<file path="src/rtl/led_pkg.sv">
// Shared encodings and initial patterns for the LED pattern sequencer.
package led_pkg;

  localparam int unsigned LED_W  = 4;
  localparam int unsigned STEP_W = 8;

  typedef enum logic [1:0] {
    MODE_FLASH = 2'b00,
    MODE_RUN   = 2'b01,
    MODE_PING  = 2'b10,
    MODE_BIN   = 2'b11
  } mode_e;

  typedef enum logic {
    ST_IDLE   = 1'b0,
    ST_ACTIVE = 1'b1
  } state_e;

  localparam logic [LED_W-1:0] PAT_FLASH_INIT = 4'b1111;
  localparam logic [LED_W-1:0] PAT_RUN_INIT   = 4'b0001;
  localparam logic [LED_W-1:0] PAT_PING_INIT  = 4'b0001;
  localparam logic [LED_W-1:0] PAT_BIN_INIT   = 4'b0001;

  localparam logic DIR_LEFT  = 1'b0;
  localparam logic DIR_RIGHT = 1'b1;

  function automatic logic [LED_W-1:0] init_pattern(input mode_e m);
    logic [LED_W-1:0] p;
    case (m)
      MODE_FLASH: p = PAT_FLASH_INIT;
      MODE_RUN:   p = PAT_RUN_INIT;
      MODE_PING:  p = PAT_PING_INIT;
      MODE_BIN:   p = PAT_BIN_INIT;
      default:    p = PAT_RUN_INIT;
    endcase
    return p;
  endfunction

endpackage

</file>
<file path="src/rtl/led_tick_gen.sv">
// Step timebase: counts 0..TICK_CYCLES-1 while enabled, pulses tick on the last count.
module led_tick_gen #(
  parameter int unsigned TICK_CYCLES = 5_000_000
) (
  input  logic clk,
  input  logic rst,
  input  logic en,
  input  logic clr,
  output logic tick
);

  localparam int unsigned CNT_W = $clog2(TICK_CYCLES);
  localparam logic [CNT_W-1:0] CNT_MAX = CNT_W'(TICK_CYCLES - 1);

  logic [CNT_W-1:0] cnt_q, cnt_d;

  // Held at zero whenever disabled so every run starts from a full period.
  always_comb begin
    cnt_d = cnt_q;
    if (clr || !en) begin
      cnt_d = '0;
    end else if (cnt_q == CNT_MAX) begin
      cnt_d = '0;
    end else begin
      cnt_d = cnt_q + CNT_W'(1);
    end
  end

  always_ff @(posedge clk or posedge rst) begin
    if (rst) begin
      cnt_q <= '0;
    end else begin
      cnt_q <= cnt_d;
    end
  end

  assign tick = en && (cnt_q == CNT_MAX);

endmodule

</file>
<file path="src/rtl/led_seq_ctrl.sv">
// LED pattern sequencer: runs one of four patterns for STEPS steps, then goes dark and pulses done.
module led_seq_ctrl
  import led_pkg::*;
#(
  parameter int unsigned TICK_CYCLES = 5_000_000,
  parameter int unsigned STEPS       = 16
) (
  input  logic             sys_clk,
  input  logic             sys_rst,
  input  logic             start,
  input  logic             stop,
  input  logic [1:0]       mode,
  output logic [LED_W-1:0] led,
  output logic             busy,
  output logic             done
);

  localparam logic [STEP_W-1:0] LAST_STEP = STEP_W'(STEPS - 1);

  state_e             state_q, state_d;
  mode_e              mode_q, mode_d;
  logic [LED_W-1:0]   led_q, led_d;
  logic               dir_q, dir_d;
  logic [STEP_W-1:0]  step_q, step_d;
  logic               busy_q, busy_d;
  logic               done_q, done_d;
  logic               tick_c, clr_c;
  logic [LED_W-1:0]   pat_next_c;
  logic               dir_next_c;

  led_tick_gen #(.TICK_CYCLES(TICK_CYCLES)) u_tick (
    .clk  (sys_clk),
    .rst  (sys_rst),
    .en   (state_q == ST_ACTIVE),
    .clr  (clr_c),
    .tick (tick_c)
  );

  // Next pattern for the latched mode; ping-pong bounces off either end.
  always_comb begin
    pat_next_c = led_q;
    dir_next_c = dir_q;
    case (mode_q)
      MODE_FLASH: pat_next_c = ~led_q;
      MODE_RUN:   pat_next_c = {led_q[2:0], led_q[3]};
      MODE_PING: begin
        if (dir_q == DIR_LEFT) begin
          if (led_q == 4'b1000) begin
            pat_next_c = led_q >> 1;
            dir_next_c = DIR_RIGHT;
          end else begin
            pat_next_c = led_q << 1;
          end
        end else begin
          if (led_q == 4'b0001) begin
            pat_next_c = led_q << 1;
            dir_next_c = DIR_LEFT;
          end else begin
            pat_next_c = led_q >> 1;
          end
        end
      end
      MODE_BIN:   pat_next_c = led_q + LED_W'(1);
      default:    pat_next_c = led_q;
    endcase
  end

  always_comb begin
    state_d = state_q;
    mode_d  = mode_q;
    led_d   = led_q;
    dir_d   = dir_q;
    step_d  = step_q;
    busy_d  = busy_q;
    done_d  = 1'b0;
    clr_c   = 1'b0;
    case (state_q)
      ST_IDLE: begin
        led_d  = '0;
        busy_d = 1'b0;
        step_d = '0;
        dir_d  = DIR_LEFT;
        if (start && !stop) begin
          state_d = ST_ACTIVE;
          mode_d  = mode_e'(mode);
          led_d   = init_pattern(mode_e'(mode));
          busy_d  = 1'b1;
        end
      end
      ST_ACTIVE: begin
        // Abort outranks the tick, including the final one.
        if (stop) begin
          state_d = ST_IDLE;
          led_d   = '0;
          busy_d  = 1'b0;
          step_d  = '0;
          dir_d   = DIR_LEFT;
          clr_c   = 1'b1;
        end else if (tick_c) begin
          if (step_q == LAST_STEP) begin
            state_d = ST_IDLE;
            led_d   = '0;
            busy_d  = 1'b0;
            done_d  = 1'b1;
            step_d  = '0;
            dir_d   = DIR_LEFT;
            clr_c   = 1'b1;
          end else begin
            led_d  = pat_next_c;
            dir_d  = dir_next_c;
            step_d = step_q + STEP_W'(1);
          end
        end
      end
      default: state_d = ST_IDLE;
    endcase
  end

  always_ff @(posedge sys_clk or posedge sys_rst) begin
    if (sys_rst) begin
      state_q <= ST_IDLE;
      mode_q  <= MODE_FLASH;
      led_q   <= '0;
      dir_q   <= DIR_LEFT;
      step_q  <= '0;
      busy_q  <= 1'b0;
      done_q  <= 1'b0;
    end else begin
      state_q <= state_d;
      mode_q  <= mode_d;
      led_q   <= led_d;
      dir_q   <= dir_d;
      step_q  <= step_d;
      busy_q  <= busy_d;
      done_q  <= done_d;
    end
  end

  assign led  = led_q;
  assign busy = busy_q;
  assign done = done_q;

endmodule
</file>
<file path="config.mk">
export PLATFORM = sky130hd
export DESIGN_NAME = led_seq_ctrl
export DESIGN_NICKNAME = d
export VERILOG_FILES = /design/src/rtl/led_pkg.sv /design/src/rtl/led_tick_gen.sv /design/src/rtl/led_seq_ctrl.sv
export SDC_FILE = /design/constraint.sdc
export NUM_CORES = 1
export LEC_CHECK = 0
export BUFFER_PORTS_ARGS = -buffer_cell sky130_fd_sc_hd__buf_2
export CAP_MARGIN = 20
export CORE_MARGIN = 1.5
export CORE_UTILIZATION = 29
export DETAILED_ROUTE_END_ITERATION = 10
export PLACE_DENSITY_LB_ADDON = 0.3
export SYNTH_ARGS = -nofsm -noshare
export SYNTH_HDL_FRONTEND = slang
export SYNTH_SLANG_ARGS = --single-unit
</file>
<file path="constraint.sdc">
create_clock -name sys_clk -period 3.4 [get_ports sys_clk]
set_input_delay 0 -clock sys_clk [delete_from_list [all_inputs] [get_ports sys_clk]]
set_output_delay 0 -clock sys_clk [all_outputs]
set_load 0.01 [all_outputs]
</file>
==> flow_summary.json <==
{
  "status": "finished clean",
  "grt_start_max_net_pins": 22,
  "synth_warnings": 0,
  "max-slew-margin-rel_pct": 32.58,
  "cts_setup_buffers": 0,
  "crit_type": "flop to flop",
  "antenna_found_initial": 0,
  "ys_ff_latch": 41,
  "insertion_delay_ps": 300,
  "crit_path_cell_trace": "or4_1 > or4_1 > or4_1 > or4b_1 > a21oi_1",
  "area_growth_pct": 13.71,
  "routed-via-count": 1716,
  "first_pass_iters": 4,
  "synthDistinctLibCells": 39,
  "gr-total-overflow": 0,
  "syn_area_per_cell_um2": 9.283,
  "powerDensity_nw_per_um2": 472.8,
  "drt_iter0_drc": 71,
  "crit_path_end_kind": "flop",
  "dieArea_um2": 8085,
  "p_leak_nw": 1.037,
  "irDropWorstVdd_mv": 0.1764,
  "final.period_utilization_pct": 81.17,
  "initial_core_util_pct": 30.04,
  "core_area_um2": 7292,
  "drc_errors": 0,
  "syn-instance-count": 236,
  "vias_per_cell": 4.903,
  "crit_path_max_incr_delay_ps": 570,
  "cts-root-buf": "clkbuf_8",
  "antenna_left": 0,
  "ys.flop_type": "dfrtp_1",
  "seq_area_frac_synth_pct": 46.83,
  "post-route-min-period_ps": 2760,
  "async_flop_share_pct": 100.0,
  "cts_made_buffers": 5,
  "port_buffers": 11,
  "crit_start": "u_tick.cnt_q[10]",
  "grt_pass1_wl_mm": 7.810,
  "fill_cells": 774,
  "fin_nets": 261,
  "worst_pin_slew_ps": 1004,
  "wl_per_cell_um": 12.63,
  "grt_pass1_vias": 1677,
  "reg2reg_to": "step_q[4]",
  "die_y_um": 89.92,
  "yosys.area.top_type": "dfrtp_1",
  "layout-drive-gt1-share_pct": 9.960,
  "synthTopCellsByCount": "dfrtp_1 (41), nor2_1 (31), nand2_1 (20)",
  "synth_area_leaders": "dfrtp_1 (47%), xor2_1 (6.4%), nor2_1 (5.3%), nand3_1 (3.7%), xnor2_1 (3.6%)",
  "multi_input_area_um2": 1107,
  "fin_total_pwr_mw": 1.178,
  "cap_violations": 0,
  "synth_top_area_share_pct": 46.83,
  "rows": 31,
  "arrival_ps": 2980,
  "postCtsHoldBufs": 4,
  "wl_mm": 4.420,
  "hold_viol": 0,
  "synthesis.nets": 247,
  "die_w_um": 89.92,
  "max_freq_mhz": 362.4,
  "synth_edf_count": 0,
  "synthesis.area_um2": 2191,
  "clock_skew_ps": 3.498,
  "tns_ps": 0,
  "cts_buffer_depth": 2,
  "seqCellArea_um2": 1026,
  "cts_tree": "built",
  "dpl.hpwl_mm": 3.030,
  "synthMostInstantiatedCell": "dfrtp_1",
  "grt_util_all_layers_pct": 11.83,
  "reg2reg_from": "u_tick.cnt_q[10]",
  "r2r_cells": 5,
  "cp-start-kind": "flop",
  "clk_pin_slew_ps": 80,
  "cp_slowest_cell": "or4_1",
  "crit_end": "step_q[4]",
  "cpMostUsedCell": "or4_1",
  "cts.sinks": 41,
  "cts-htree-levels": 2,
  "crit_required_ps": 3620,
  "setup-violations-final": 0,
  "rsz0062_at_grt": "no",
  "holdCritPathClass": "input pin to flop",
  "n_antenna_cell": 0,
  "ff2ff_setup_slack_ps": 640,
  "place_congestion": 0.8050,
  "ctsResizeCount": 0,
  "slew_viol_final": 0,
  "ios": 12,
  "cp_max_fo": 6
}
-- layout make-up --
| cell class | count | share of cell area (%) |
|---|---|---|
| Multi-Input combinational cell | 179 | 44.45 |
| Sequential cell | 41 | 41.19 |
| Tap cell | 99 | 4.972 |
| Timing Repair Buffer | 17 | 4.420 |
| Clock buffer | 7 | 3.867 |
| Inverter | 6 | 0.9041 |
| Clock inverter | 1 | 0.2009 |
-- state kept, by name, indices dropped and copies added (netlist names) --
signal / cells
done: 1
led: 4
step_q: 8
u_tick.cnt_q: 23
dir_q: 1
state_q: 1
mode_q: 2
busy: 1
-- worst max-delay path, delay by kind of cell (launching register included) --
family | cells | cell delay, ps
simple gates | 4 | 2090
flops | 1 | 440
compound gates | 1 | 150
-- cells in the final DEF, fill, tap and decap left out, drive strengths merged, types with 7 or more instances in the layout --
cell	instances
xor2	16
nor2	31
o21ai	10
nand2	20
nand3	16
buf	13
a21oi	8
clkbuf	7
dfrtp	41
xnor2	9
-- worst min path at each step --
stage,from,endpoint,slack (ps),depth (start not counted)
2_1_floorplan,start,busy,140,1
3_3_place_gp,sys_rst,u_tick.cnt_q[18],210,2
3_5_place_dp,sys_rst,u_tick.cnt_q[18],220,2
4_1_cts,stop,step_q[5],90,4
5_1_grt,stop,busy,120,3
6_report,stop,step_q[5],100,4
-- metrics by stage --
step                      hold slack (ps)  instances  utilization [%]  setup slack [ps]  cell area [um2]
final                               96.28        350            34.16             640.3             2491
after global routing                119.1        350            34.16             519.7             2491
after CTS                           92.51        350            34.16             633.4             2491
after detailed placement            219.3        338            32.22             662.8             2350
after global placement              211.4        338            32.22             702.5             2350
after floorplan                     139.7        236                -             768.1             2191
-- layer usage --
layer,track usage (%),share of wire (%)
met1,15.39,50
met3,3.046,2.7
met4,5.159,2.0
met2,18.58,46
met5,0,0
-- power breakdown --
part | switching, mW | total [mW] | internal (mW)
sequential | 0.0695 | 0.589 | 0.520
combinational | 0.128 | 0.233 | 0.105
clock | 0.172 | 0.355 | 0.184
-- cells by family after synthesis --
logic type / after synthesis / synth area share [%]
adder cells (fa/ha/maj): 5 / 2.856
multiplexers: 3 / 1.485
AO/OA/AOI/OAI: 35 / 10.22
buffers and inverters: 16 / 2.798
XOR/XNOR: 25 / 9.994
flip-flops: 41 / 46.83
AND/OR/NAND/NOR: 111 / 25.81
Note: power is estimated with default switching activity, not from simulation.
